`src/rtl/rdrsp_nr2w_pkg.sv`:
```
// rtl/rdrsp_nr2w_pkg.sv - shared response entry type, counter limits and saturating add
package rdrsp_nr2w_pkg;

    localparam int RSP_WIDTH   = 32;
    localparam int RSP_BITPADR = 14;
    localparam int CNT_W       = 16;
    localparam int PORT_W      = 1;
    localparam int SUM_W       = CNT_W + PORT_W + 1;

    localparam logic [CNT_W-1:0] CNT_MAX = '1;

    typedef struct packed {
        logic [RSP_WIDTH-1:0]   data;
        logic                   fwrd;
        logic                   serr;
        logic                   derr;
        logic [RSP_BITPADR-1:0] padr;
    } rsp_entry_t;

    // Widen before adding so a multi-lane increment near the top cannot wrap.
    function automatic logic [CNT_W-1:0] sat_add(input logic [CNT_W-1:0] cnt,
                                                 input logic [PORT_W:0]  inc);
        logic [SUM_W-1:0] sum;
        sum = SUM_W'(cnt) + SUM_W'(inc);
        sat_add = (sum > SUM_W'(CNT_MAX)) ? CNT_MAX : sum[CNT_W-1:0];
    endfunction

endpackage

```
`src/rtl/rdrsp_nr2w_ecc_1r1w_lane.sv`:
```
// rtl/rdrsp_nr2w_ecc_1r1w_lane.sv - per-lane credit counter and first-word fall-through response FIFO
module rdrsp_lane_fifo
    import rdrsp_nr2w_pkg::*;
#(
    parameter int FIFODEP = 4,
    parameter int BITFIFO = 2
) (
    input  logic       clk,
    input  logic       rst,
    input  logic       cl_read,
    input  logic       ready,
    output logic       cl_gnt,
    input  logic       rd_vld,
    input  rsp_entry_t rd_rsp,
    output logic       rsp_acc,
    output logic       rsp_unexp,
    output logic       cl_vld,
    input  logic       cl_rdy,
    output rsp_entry_t cl_rsp
);

    localparam logic [BITFIFO:0] DEP = (BITFIFO+1)'(FIFODEP);

    rsp_entry_t           mem_q [FIFODEP];
    rsp_entry_t           mem_d [FIFODEP];
    logic [BITFIFO-1:0]   wptr_q, wptr_d;
    logic [BITFIFO-1:0]   rptr_q, rptr_d;
    logic [BITFIFO:0]     cnt_q, cnt_d;
    logic [BITFIFO:0]     cred_q, cred_d;
    logic [BITFIFO:0]     outst;
    logic                 pop;

    always_comb begin
        // Requests in flight are whatever the credit pool and FIFO do not account for.
        outst     = DEP - cred_q - cnt_q;
        cl_gnt    = rst & cl_read & ready & (cred_q != '0);
        rsp_acc   = rd_vld & (outst != '0);
        rsp_unexp = rd_vld & (outst == '0);
        cl_vld    = (cnt_q != '0);
        pop       = cl_vld & cl_rdy;
        cl_rsp    = cl_vld ? mem_q[rptr_q] : '0;

        mem_d  = mem_q;
        wptr_d = wptr_q;
        rptr_d = rptr_q;
        if (rsp_acc) begin
            mem_d[wptr_q] = rd_rsp;
            wptr_d        = wptr_q + BITFIFO'(1);
        end
        if (pop) begin
            rptr_d = rptr_q + BITFIFO'(1);
        end
        cnt_d  = cnt_q + (BITFIFO+1)'(rsp_acc) - (BITFIFO+1)'(pop);
        cred_d = cred_q - (BITFIFO+1)'(cl_gnt) + (BITFIFO+1)'(pop);
    end

    always_ff @(posedge clk or negedge rst) begin
        if (!rst) begin
            for (int i = 0; i < FIFODEP; i++) begin
                mem_q[i] <= '0;
            end
            wptr_q <= '0;
            rptr_q <= '0;
            cnt_q  <= '0;
            cred_q <= DEP;
        end else begin
            mem_q  <= mem_d;
            wptr_q <= wptr_d;
            rptr_q <= rptr_d;
            cnt_q  <= cnt_d;
            cred_q <= cred_d;
        end
    end

endmodule

```
`src/rtl/rdrsp_nr2w_ecc_1r1w.sv`:
```
// rtl/rdrsp_nr2w_ecc_1r1w.sv - credit-gated read response adapter with ECC error counters and log
module rdrsp_nr2w_ecc_1r1w
    import rdrsp_nr2w_pkg::*;
#(
    parameter int NUMRDPT = 2,
    parameter int WIDTH   = RSP_WIDTH,
    parameter int BITADDR = 13,
    parameter int BITPADR = RSP_BITPADR,
    parameter int FIFODEP = 4,
    parameter int BITFIFO = 2,
    parameter int BITCNT  = CNT_W,
    parameter int BITPORT = PORT_W
) (
    input  logic                       clk,
    input  logic                       rst,
    input  logic [NUMRDPT-1:0]         cl_read,
    input  logic [NUMRDPT*BITADDR-1:0] cl_rd_adr,
    output logic [NUMRDPT-1:0]         cl_gnt,
    output logic [NUMRDPT-1:0]         read,
    output logic [NUMRDPT*BITADDR-1:0] rd_adr,
    input  logic                       ready,
    input  logic [NUMRDPT-1:0]         rd_vld,
    input  logic [NUMRDPT*WIDTH-1:0]   rd_dout,
    input  logic [NUMRDPT-1:0]         rd_fwrd,
    input  logic [NUMRDPT-1:0]         rd_serr,
    input  logic [NUMRDPT-1:0]         rd_derr,
    input  logic [NUMRDPT*BITPADR-1:0] rd_padr,
    output logic [NUMRDPT-1:0]         cl_vld,
    input  logic [NUMRDPT-1:0]         cl_rdy,
    output logic [NUMRDPT*WIDTH-1:0]   cl_dout,
    output logic [NUMRDPT-1:0]         cl_fwrd,
    output logic [NUMRDPT-1:0]         cl_serr,
    output logic [NUMRDPT-1:0]         cl_derr,
    output logic [NUMRDPT*BITPADR-1:0] cl_padr,
    input  logic                       err_clr,
    output logic [BITCNT-1:0]          serr_cnt,
    output logic [BITCNT-1:0]          derr_cnt,
    output logic                       log_vld,
    output logic [BITPORT-1:0]         log_port,
    output logic [BITPADR-1:0]         log_padr,
    output logic [NUMRDPT-1:0]         ovfl
);

    rsp_entry_t         rd_rsp [NUMRDPT];
    rsp_entry_t         cl_rsp [NUMRDPT];
    logic [NUMRDPT-1:0] rsp_acc;
    logic [NUMRDPT-1:0] rsp_unexp;

    assign read   = cl_gnt;
    assign rd_adr = cl_rd_adr;

    for (genvar p = 0; p < NUMRDPT; p++) begin : g_lane
        assign rd_rsp[p] = '{data: rd_dout[p*WIDTH +: WIDTH],
                             fwrd: rd_fwrd[p],
                             serr: rd_serr[p],
                             derr: rd_derr[p],
                             padr: rd_padr[p*BITPADR +: BITPADR]};

        rdrsp_lane_fifo #(
            .FIFODEP (FIFODEP),
            .BITFIFO (BITFIFO)
        ) u_lane (
            .clk       (clk),
            .rst       (rst),
            .cl_read   (cl_read[p]),
            .ready     (ready),
            .cl_gnt    (cl_gnt[p]),
            .rd_vld    (rd_vld[p]),
            .rd_rsp    (rd_rsp[p]),
            .rsp_acc   (rsp_acc[p]),
            .rsp_unexp (rsp_unexp[p]),
            .cl_vld    (cl_vld[p]),
            .cl_rdy    (cl_rdy[p]),
            .cl_rsp    (cl_rsp[p])
        );

        assign cl_dout[p*WIDTH +: WIDTH]     = cl_rsp[p].data;
        assign cl_fwrd[p]                    = cl_rsp[p].fwrd;
        assign cl_serr[p]                    = cl_rsp[p].serr;
        assign cl_derr[p]                    = cl_rsp[p].derr;
        assign cl_padr[p*BITPADR +: BITPADR] = cl_rsp[p].padr;
    end

    logic [BITCNT-1:0]  serr_cnt_q, serr_cnt_d;
    logic [BITCNT-1:0]  derr_cnt_q, derr_cnt_d;
    logic               log_vld_q, log_vld_d;
    logic [BITPORT-1:0] log_port_q, log_port_d;
    logic [BITPADR-1:0] log_padr_q, log_padr_d;
    logic [NUMRDPT-1:0] ovfl_q, ovfl_d;

    logic [BITPORT:0]   serr_inc, derr_inc;
    logic               derr_hit;
    logic [BITPORT-1:0] derr_port;
    logic [BITPADR-1:0] derr_padr;

    always_comb begin
        serr_inc  = '0;
        derr_inc  = '0;
        derr_hit  = 1'b0;
        derr_port = '0;
        derr_padr = '0;
        // Dropped stragglers never reach the counters; lowest lane wins the log.
        for (int p = 0; p < NUMRDPT; p++) begin
            serr_inc = serr_inc + (BITPORT+1)'(rsp_acc[p] & rd_serr[p]);
            derr_inc = derr_inc + (BITPORT+1)'(rsp_acc[p] & rd_derr[p]);
            if (!derr_hit && rsp_acc[p] && rd_derr[p]) begin
                derr_hit  = 1'b1;
                derr_port = BITPORT'(p);
                derr_padr = rd_padr[p*BITPADR +: BITPADR];
            end
        end

        serr_cnt_d = serr_cnt_q;
        derr_cnt_d = derr_cnt_q;
        log_vld_d  = log_vld_q;
        log_port_d = log_port_q;
        log_padr_d = log_padr_q;
        ovfl_d     = ovfl_q;
        if (err_clr) begin
            serr_cnt_d = '0;
            derr_cnt_d = '0;
            log_vld_d  = 1'b0;
            log_port_d = '0;
            log_padr_d = '0;
            ovfl_d     = '0;
        end else begin
            serr_cnt_d = sat_add(serr_cnt_q, serr_inc);
            derr_cnt_d = sat_add(derr_cnt_q, derr_inc);
            ovfl_d     = ovfl_q | rsp_unexp;
            if (!log_vld_q && derr_hit) begin
                log_vld_d  = 1'b1;
                log_port_d = derr_port;
                log_padr_d = derr_padr;
            end
        end
    end

    always_ff @(posedge clk or negedge rst) begin
        if (!rst) begin
            serr_cnt_q <= '0;
            derr_cnt_q <= '0;
            log_vld_q  <= 1'b0;
            log_port_q <= '0;
            log_padr_q <= '0;
            ovfl_q     <= '0;
        end else begin
            serr_cnt_q <= serr_cnt_d;
            derr_cnt_q <= derr_cnt_d;
            log_vld_q  <= log_vld_d;
            log_port_q <= log_port_d;
            log_padr_q <= log_padr_d;
            ovfl_q     <= ovfl_d;
        end
    end

    assign serr_cnt = serr_cnt_q;
    assign derr_cnt = derr_cnt_q;
    assign log_vld  = log_vld_q;
    assign log_port = log_port_q;
    assign log_padr = log_padr_q;
    assign ovfl     = ovfl_q;

endmodule
```
`config.mk`:
```
export PLATFORM = sky130hd
export DESIGN_NAME = rdrsp_nr2w_ecc_1r1w
export DESIGN_NICKNAME = d
export VERILOG_FILES = /design/src/rtl/rdrsp_nr2w_pkg.sv /design/src/rtl/rdrsp_nr2w_ecc_1r1w_lane.sv /design/src/rtl/rdrsp_nr2w_ecc_1r1w.sv
export SDC_FILE = /design/constraint.sdc
export NUM_CORES = 1
export LEC_CHECK = 0
export ABC_AREA = 1
export ABC_CLOCK_PERIOD_IN_PS = 4000
export CAP_MARGIN = 40
export CORE_MARGIN = 2
export CORE_UTILIZATION = 25
export DETAILED_ROUTE_END_ITERATION = 8
export PLACE_DENSITY = 0.49
export SLEW_MARGIN = 10
export SYNTH_ARGS = -nofsm -noshare
export SYNTH_HDL_FRONTEND = slang
export SYNTH_HIERARCHICAL = 1
export SYNTH_SLANG_ARGS = --single-unit
```
`constraint.sdc`:
```
create_clock -name clk -period 4 [get_ports clk]
set_input_delay 0.4 -clock clk [delete_from_list [all_inputs] [get_ports clk]]
set_output_delay 0.4 -clock clk [all_outputs]
set_load 0.01 [all_outputs]
```
# == Word level (Yosys, flattened, before mapping) ==
# Index checks and enable logic that the tools add are counted.
# op_classes
n_addsub,20
reduce_logical,17
muxes,30
order_cmp,8
bitwise,21
# ops
cell,count
$bwmux 196,2
$mux 49,8
$bmux 49 s2,2
$demux 49 s2,2
$mux 16,4
$mux 14,4
$add 16x2->17,2
$gt 17x16->1 const B,2
$reduce_bool 3->1,6
$and 1x1->1,16
$add 3x1->3,4
$ge 3x3->1 const B,4
$not 2->3,4
$sub 3x1->3,4
$add 2x1->2 const B,4
$mux 1,7
$logic_and 1x1->1,6
$logic_not 3->1,2
$lt 3x1->1 const B,2
$sub 3x3->3,2
$sub 3x3->3 const A,2
$add 1x1->2,2
$logic_not 1->1,2
$mux 2,1
2 further kinds,2
# word_totals
reg_bits,462
word_cells,150
input_bits,134

# == Depth between registers and ports, before layout ==
# Gate-level depths: netlist of the first run.
# depth
depth_word,13
mapped_depth,25

# == Modules after synthesis ==
# Netlist of the first run, hierarchy kept.
# by_module_without_submodules
module,instances,area_per_inst_um2,seq_area_each_um2,cells_per_inst
rdrsp_lane_fifo at g_lane[1].u_lane,1,10386.2,5156.2,1334
rdrsp_lane_fifo at g_lane[0].u_lane,1,10289.9,5156.2,1330
rdrsp_nr2w_ecc_1r1w,1,2902.8,1251.2,355

# == Least setup slack after synthesis of the first run ==
# OpenSTA, ideal clock, no wires.
# synth_path
kind,reg-to-reg
startpoint,register g_lane[0].u_lane.cnt_q[1]
endpoint,"register derr_cnt_q[10], in the netlist derr_cnt[10]"
slack_ns,0.723
stages_incl_launch_ff,25
t_required_ns,3.919
setup_time_ns,0.081
arrival_ns,3.196
path_buffers,3
path_cell_list,dfrtp_1 ha_1 inv_1 ha_1 nor2_1 inv_1 nand2_1 nand2_1 nand2_1 nand2_2 buf_6 buf_4 nand2_1 inv_1 nand2_1 xnor2_1 ha_1 inv_1 nand2_1 ha_1 nand2_1 nor2_4 nand4_2 buf_2 a21oi_1
# synth_via
elab_chain_len,9
# synth_lines
element,line,text
"start, declared",rdrsp_nr2w_ecc_1r1w_lane.sv:28,"logic [BITFIFO:0] cnt_q, cnt_d;"
"start signal, assigned",rdrsp_nr2w_ecc_1r1w_lane.sv:70,cnt_q <= cnt_d;
$sub 3x3->3 *,rdrsp_nr2w_ecc_1r1w_lane.sv:35,outst = DEP - cred_q - cnt_q;
$reduce_bool 3->1 *,rdrsp_nr2w_ecc_1r1w_lane.sv:37,rsp_acc = rd_vld & (outst != '0);
$and 1x1->1 *,rdrsp_nr2w_ecc_1r1w_lane.sv:37,
named net rsp_acc[0],rdrsp_nr2w_ecc_1r1w.sv:46,logic [NUMRDPT-1:0] rsp_acc;
$and 1x1->1 *,rdrsp_nr2w_ecc_1r1w.sv:105,derr_inc = derr_inc + (BITPORT+1)'(rsp_acc[p] & rd_derr[p]);
$add 1x1->2 *,rdrsp_nr2w_ecc_1r1w.sv:105,
$add 16x2->17 *,rdrsp_nr2w_pkg.sv:24,sum = SUM_W'(cnt) + SUM_W'(inc);
$gt 17x16->1,rdrsp_nr2w_pkg.sv:25,sat_add = (sum > SUM_W'(CNT_MAX)) ? CNT_MAX : sum[CNT_W-1:0];
$mux 16 *,rdrsp_nr2w_pkg.sv:25,
$mux 16 *,rdrsp_nr2w_ecc_1r1w.sv:119,if (err_clr) begin
named net derr_cnt_d[10],rdrsp_nr2w_ecc_1r1w.sv:85,"logic [BITCNT-1:0] derr_cnt_q, derr_cnt_d;"
"end signal, assigned",rdrsp_nr2w_ecc_1r1w.sv:148,derr_cnt_q <= derr_cnt_d;
"end, declared",rdrsp_nr2w_ecc_1r1w.sv:85,
# Mark *: on every way through the listed nets, which the timed path passes. The rest lies on a longest branch.
# A chain may end at the register's enable or synchronous reset.

# == Worst setup path after layout of the first run ==
# layout_path
startpoint,register g_lane[0].u_lane.cnt_q[1]
endpoint,"register serr_cnt_q[8], in the netlist serr_cnt[8]"
# layout_via
elab_chain_len,9
# layout_lines
element,line,text
$sub 3x3->3 *,rdrsp_nr2w_ecc_1r1w_lane.sv:35,
$reduce_bool 3->1 *,rdrsp_nr2w_ecc_1r1w_lane.sv:37,
$and 1x1->1 *,rdrsp_nr2w_ecc_1r1w_lane.sv:37,
named net rsp_acc[0],rdrsp_nr2w_ecc_1r1w.sv:46,
$and 1x1->1 *,rdrsp_nr2w_ecc_1r1w.sv:104,serr_inc = serr_inc + (BITPORT+1)'(rsp_acc[p] & rd_serr[p]);
$add 1x1->2 *,rdrsp_nr2w_ecc_1r1w.sv:104,
$add 16x2->17 *,rdrsp_nr2w_pkg.sv:24,
$gt 17x16->1,rdrsp_nr2w_pkg.sv:25,
$mux 16 *,rdrsp_nr2w_pkg.sv:25,
$mux 16 *,rdrsp_nr2w_ecc_1r1w.sv:119,
named net serr_cnt_d[8],rdrsp_nr2w_ecc_1r1w.sv:84,"logic [BITCNT-1:0] serr_cnt_q, serr_cnt_d;"
"end signal, assigned",rdrsp_nr2w_ecc_1r1w.sv:147,serr_cnt_q <= serr_cnt_d;
"end, declared",rdrsp_nr2w_ecc_1r1w.sv:84,
# Marked as above.

==> flow_summary_export.csv, run 1 <==
group,metric,value,unit
detailed_routing,drt_iter0_drc,1681,
setup_path,r2r_setup_slack,0.35,ns
logic_synthesis,post_synth_num_cell_types,33,
detailed_routing,via_count,21481,
timing,setup_tns,0,ns
logic_synthesis,postSynthCellCount,3019,
run,max_cap_viol_count,0,
power,p_leak,13.5,nW
setup_path,crit_top_cell,"nand2_1",
timing,max-slew-margin-rel,23.5,%
placement,place_hpwl,51000,um
clocking,clock_latency,0.64,ns
setup_path,critical-path-max-stage-delay,0.46,ns
setup_path,crit_path_start,"g_lane[0].u_lane/cnt_q[1]",
power,clkPwrFrac,20.1,%
logic_synthesis,async_flop_share,100,%
logic_synthesis,synth_area,23600,um2
logic_synthesis,synth-edff-count,0,
global_route,grt_pass1_vias,21436,
die,io_pins,314,
detailed_routing,avgViaCountPerCell,4.87,
setup_path,reg2regPathDepth,20,
setup_path,arrival,4.19,ns
die,fp.dieArea,96800,um2
placement,placedInstanceArea,27100,um2
timing,hold_viol,0,
logic_synthesis,synth-seq-area-share,49.0,%
logic_synthesis,ys_ff_latch,462,
clocking,cts_root_buffer,"clkbuf_16",
timing,rsz0062_at_grt,"false",
timing,finalCritPeriodShare,91.2,%
setup_path,endpoint,"serr_cnt[8]",
global_route,overflow,0,
clocking,cts_tree,"done",
detailed_routing,drtPass1Iterations,6,
power,p_seq_share,30.1,%
setup_path,worstSetupPathType,"flop to flop",
setup_path,crit_required,4.55,ns
logic_synthesis,syn-num-nets,3179,
placement,portBuffers,261,
detailed_routing,wirelength,86300,um
detailed_routing,wl_per_cell,19.6,um
clocking,ctsLongestPathBuffers,3,
global_route,grt_first_pass_wirelength,134000,um
layout,fin_area,29000,um2
setup_path,r2r-end,"serr_cnt[8]",
outcome,outcome,"finished clean",
setup_path,path_buf_inv,4,
clocking,cts_buffers,56,
die,fp.dieW,311,um
logic_synthesis,ys_warn_count,6,
setup_path,cp_max_fo,11,
timing,setup_violations,0,
power,sw_frac_of_total,44.5,%
clocking,cts.sinks,462,
setup_path,end_kind,"flop",
placement,place.gp.congestion,0.774,
detailed_routing,remaining_drc_errors,0,
die,initial_utilization,25.3,%
power,pwr-share-comb,49.7,%
global_route,grt_max_degree,203,
die,fp-row-count,112,
layout,drive_above_1_share,6.68,%
global_route,grt.total_usage,17.5,%
timing,skew,0.0298,ns
global_route,antenna_found_initial,4,
die,die_h,311,um
clocking,post_cts_buffers,0,
power,p_switching,11.6,mW
timing,slew_violations,0,
timing,clock.fmax,0.274,GHz
power,ir_drop,0.901,mV
power,p_per_area,903,nW/um2
setup_path,cp_cell_sequence,"ha_1, inv_1, ha_1, nor2_1, nor2_1, nand2_1, nand2_1, nand2_8, nand2_1, inv_1, nand2_1, fa_1, inv_1, ha_1, nand2_1, inv_1, nand3_4, nor2_4, nand3_2, a21oi_1",
power,power.internal,14.5,mW
clocking,clkSlewWorstSetupHoldPaths,0.06,ns
clocking,htreeDepth,2,
logic_synthesis,synthFlopType,"dfrtp_1",
setup_path,critPathTopFamily,"simple AND/OR/NAND/NOR gates",
detailed_routing,ant_nets,0,
setup_path,critical-path-slowest-cell,"fa_1",
setup_path,critPathLaunchType,"flop",
timing,worst_pin_slew,1.15,ns
logic_synthesis,post_synth.cell_area_avg,7.81,um2
setup_path,r2r_start,"g_lane[0].u_lane/cnt_q[1]",
layout,fin_nets,3275,
worst_hold_path,worstHoldPathType,"input port to flop",
layout,syn_to_final_growth,23.0,%
die,core_area,93300,um2
setup_path,worst-path-stages,20,
timing,period_minus_slack,3.65,ns
worst min-delay path, cell delays in order:
cell and delay [ns]:
buf_6 0.19, nand4_1 0.14, nand2_1 0.05
routing by layer:
metal	vias up	GRT usage (%)	routed length (um)
met5	-	0	31
met4	6	4.29	1730
met3	117	3.45	5360
met2	620	27.1	38700
met1	10505	24.8	40500
li1	10233	-	-
per-stage QoR:
step	worst slack [ns]	std cells	hold WS [ns]	total power, mW	util [%]
5_1_grt	0.0180	4412	0.201	28.2	31.1
4_1_cts	0.257	4412	0.168	26.5	31.1
2_1_floorplan	0.723	3019	0.104	15.6	-
6_report	0.353	4413	0.188	26.2	31.1
3_5_place_dp	0.279	4310	0.277	21.1	29.0
3_3_place_gp	0.290	4304	0.277	20.9	28.9
final cells by class:
class,count,area [um2]
diodes,1,2.50
inverters,62,233
well taps,1254,1570
multi-input cells,2206,10500
clock inverters,18,250
fillers,10108,64300
clock buffers,83,1640
flip-flops and latches,462,11600
repair buffers,327,3270
layout by cell type (no fill, tap or decap), drive strengths merged:
cell type        n
a21oi          130
a31o             1
a31oi            1
and2             1
buf             69
bufinv           4
clkbuf          83
clkdlybuf4s50  257
clkinv          12
clkinvlp         2
dfrtp          460
dfstp            2
diode            1
dlygate4sd3      1
fa               5
ha              21
inv             62
nand2          900
nand3           70
nand4          396
nor2           438
nor3             3
o21ai          199
o21bai           6
or2              2
xnor2           15
xor2            18
synth_stat cells (15+ instances only):
library cell    n  area (um2)
buf_6          18         203
nand3_1        67         335
nand2_1       896        3360
xor2_1         18         158
nor2_1        434        1630
xnor2_1        15         131
buf_2          62         310
ha_1           21         263
nand4_1       394        2460
a21oi_1       120         601
dfrtp_1       460       11500
clkbuf_1      143         537
o21ai_0       199         996
buf_1          30         113
inv_1          58         218
buf_4          36         270
worst min path at each step:
| stage | endpoint | from | cells past startpoint |
|---|---|---|---|
| 2_1_floorplan | derr_cnt[0] | rst | 0 |
| 3_3_place_gp | g_lane[0].u_lane/mem_q[129] | rst | 1 |
| 3_5_place_dp | g_lane[0].u_lane/mem_q[39] | rst | 1 |
| 4_1_cts | g_lane[0].u_lane/mem_q[20] | rd_vld[0] | 3 |
| 5_1_grt | g_lane[0].u_lane/mem_q[110] | rd_vld[0] | 3 |
| 6_report | g_lane[0].u_lane/mem_q[20] | rd_vld[0] | 3 |
registers in the layout, indices dropped and copies added, names as in the netlist:
name and flops:
g_lane.u_lane/mem_q 392, derr_cnt 16, log_vld 1, ovfl 2, g_lane.u_lane/cred_q 6, serr_cnt 16, log_padr 14, log_port 1
g_lane.u_lane/cnt_q 6, g_lane.u_lane/rptr_q 4, g_lane.u_lane/wptr_q 4
kinds of logic (layout without fill, tap and decap cells):
kind of cell,Yosys count,after routing,synth area share [%]
xor+xnor,33,33,1.23
flops,462,462,49.0
buf+inv,351,490,7.06
simple gates,1810,1810,33.7
other cells,0,1,0
fa+ha+maj,26,26,1.54
compound gates,337,337,7.40
what timing repair did:
item / CTS / global route
setup endpoints to repair: 0 / 15
hold buffers: 1 / 0
gates resized for setup: 0 / 1
endpoints found under the hold margin: 20 / 0
power groups by stage:
stage               Combinational [mW]  Clock [mW]  Sequential (mW)
global route                      14.5        5.57             8.16
global placement                  13.0           0             7.91
detailed placement                13.1           0             7.94
finish                            13.0        5.27             7.89
floorplan                         8.08           0             7.54
CTS                               13.2        5.40             7.89
Note: power is estimated with default switching activity, not from simulation.
==> inputs of run 2 (changes only) <==
--- a/config.mk
+++ b/config.mk
@@ -10,6 +10,7 @@
 export CAP_MARGIN = 40
 export CORE_MARGIN = 2
 export CORE_UTILIZATION = 25
+export CTS_BUF_LIST = sky130_fd_sc_hd__clkbuf_8
 export DETAILED_ROUTE_END_ITERATION = 8
 export PLACE_DENSITY = 0.49
 export SLEW_MARGIN = 10
==> flow_summary_export.csv, run 2 (synthesized netlist as in run 1, its figures left out) <==
group,metric,value,unit
detailed_routing,wl_per_cell,19.5,um
setup_path,reg2regPathDepth,20,
layout,final_cell_mix,"896 x nand2_1, 456 x dfrtp_1, 434 x nor2_1",
power,ir_drop,0.909,mV
setup_path,r2r-end,"derr_cnt[15]",
power,p_per_area,890,nW/um2
layout,syn_to_final_growth,22.4,%
clocking,clock_latency,0.71,ns
detailed_routing,via_count,21702,
global_route,grt.total_usage,17.6,%
placement,portBuffers,261,
layout,final_common_cell,"nand2_1",
power,p_leak,13.6,nW
power,p_switching,11.7,mW
power,clkPwrFrac,18.4,%
placement,place_hpwl,51000,um
die,die_h,311,um
run,max_cap_viol_count,0,
detailed_routing,remaining_drc_errors,0,
layout,drive_above_1_share,7.61,%
die,fp.dieW,311,um
setup_path,critPathTopFamily,"buffers and inverters",
outcome,outcome,"finished clean",
power,p_seq_share,30.7,%
clocking,htreeDepth,3,
setup_path,worstSetupPathType,"flop to primary output",
timing,skew,0.0461,ns
global_route,antenna_found_initial,6,
placement,place.gp.congestion,0.774,
clocking,cts.sinks,462,
global_route,grt_pass1_vias,21709,
layout,fin_nets,3308,
clocking,ctsLongestPathBuffers,3,
power,pwr-share-comb,50.8,%
power,sw_frac_of_total,45.5,%
setup_path,r2r_start,"g_lane[0].u_lane/cnt_q[1]",
die,initial_utilization,25.3,%
layout,regArea,11600,um2
timing,max-slew-margin-rel,26.3,%
setup_path,r2r_setup_slack,0.38,ns
clocking,cts_tree,"done",
worst_hold_path,hold_depth,3,
global_route,overflow,0,
setup_path,critical-path-slowest-cell,"dfrtp_4",
global_route,grt_first_pass_wirelength,135000,um
timing,finalCritPeriodShare,92.1,%
clocking,cts_root_buffer,"clkbuf_8",
setup_path,path_buf_inv,4,
timing,slew_violations,0,
clocking,clkSlewWorstSetupHoldPaths,0.06,ns
setup_path,cp_cell_sequence,"inv_2, buf_4, buf_4, o21ai_0, a21oi_1, clkdlybuf4s50_1",
setup_path,end_kind,"primary output",
setup_path,arrival,3.28,ns
worst_hold_path,hold_end,"g_lane[0].u_lane/mem_q[20]",
setup_path,critical-path-max-stage-delay,0.76,ns
detailed_routing,drtPass1Iterations,7,
timing,worst_slack,0.316,ns
die,fp-row-count,112,
setup_path,cp_max_fo,57,
timing,whs,0.115,ns
setup_path,critPathLaunchType,"flop",
timing,period_minus_slack,3.68,ns
clocking,post_cts_buffers,0,
placement,place_ws,0.279,ns
layout,regMostFlops,"g_lane.u_lane/mem_q",
timing,setup_violations,0,
layout,utilization,30.9,%
layout,multi_input_area,10500,um2
setup_path,crit_required,3.60,ns
timing,clock.fmax,0.271,GHz
setup_path,worst-path-stages,6,
power,power.internal,14.0,mW
worst_hold_path,hp-start,"rd_vld[0]",
layout,largest_reg_flops,392,
detailed_routing,avgViaCountPerCell,4.86,
die,fp.dieArea,96800,um2
die,core_area,93300,um2
timing,worst_pin_slew,1.10,ns
layout,num-fill-cells,10159,
timing,hold_viol,0,
clocking,cts_buffers,88,
global_route,grt_max_degree,203,
setup_path,crit_top_cell,"buf_4",
detailed_routing,wirelength,87200,um
worst_hold_path,worstHoldPathType,"input port to flop",
detailed_routing,drt_iter0_drc,1753,
die,io_pins,314,
detailed_routing,ant_nets,0,
run 2: layout make-up:
class                   count  share of cell area, %
clock buffers             107                   5.10
repair buffers            327                   11.3
clock inverters            43                  0.941
inverters                  62                  0.806
well taps                1254                   5.44
diodes                      1                0.00867
multi-input cells        2207                   36.3
flip-flops and latches    462                   40.1
run 2: power groups by stage:
stage                     registers [mW]  clock network [mW]  logic, mW
final                               7.89                4.74       13.1
after global routing                8.16                5.07       14.5
after CTS                           7.89                4.89       13.2
after detailed placement            7.94                   0       13.1
after global placement              7.91                   0       13.0
after floorplan                     7.54                   0       8.08
run 2: what timing repair did:
action / 4_1_cts / 5_1_grt
setup endpoints to repair: 0 / 16
hold buffers: 1 / 0
resized for setup: 0 / 2
hold endpoints to repair: 23 / 0
run 2: worst max-delay path by stage:
| stage | slack (ns) | from | to |
|---|---|---|---|
| CTS | 0.23 | g_lane[0].u_lane/cnt_q[1] | serr_cnt[8] |
| finish | 0.32 | g_lane[1].u_lane/rptr_q[0] | cl_dout[56] |
| global route | -0.01 | g_lane[0].u_lane/cnt_q[1] | derr_cnt[15] |
| global placement | 0.29 | g_lane[0].u_lane/cnt_q[1] | derr_cnt[7] |
| detailed placement | 0.28 | g_lane[0].u_lane/cnt_q[1] | serr_cnt[8] |
| floorplan | 0.72 | g_lane[0].u_lane/cnt_q[1] | derr_cnt[10] |
run 2: stage by stage:
step | TNS [ns] | power [mW] | std cells | instance area [um2]
finish | 0 | 25.7 | 4463 | 28900
global route | -0.0210 | 27.7 | 4463 | 28900
CTS | 0 | 25.9 | 4461 | 28800
detailed placement | 0 | 21.1 | 4310 | 27100
global placement | 0 | 20.9 | 4304 | 26900
floorplan | 0 | 15.6 | 3019 | 23600
run 2: worst register-to-register path, stage by stage (launching register included):
cell	delay, ns
dfrtp_1	0.44
ha_1	0.30
inv_1	0.04
ha_1	0.19
nor2_1	0.12
nor2_1	0.06
nand2_1	0.06
nand2_1	0.12
nand2_8	0.09
nand2_1	0.08
inv_1	0.21
nand2_1	0.14
xnor2_1	0.18
ha_1	0.16
inv_1	0.04
nand2_1	0.18
ha_1	0.26
nand2_1	0.11
nor2_4	0.23
nand4_2	0.27
a21oi_1	0.22
run 2: routing by layer:
| metal | part of all wire, % | routed length [um] | vias to the layer above | global-route usage [%] |
|---|---|---|---|---|
| met1 | 47 | 40800 | 10629 | 24.8 |
| li1 | - | - | 10306 | - |
| met3 | 6.4 | 5580 | 129 | 3.89 |
| met2 | 44 | 38800 | 630 | 27.2 |
| met4 | 2.2 | 1940 | 8 | 4.89 |
| met5 | 0.041 | 36 | - | 0 |
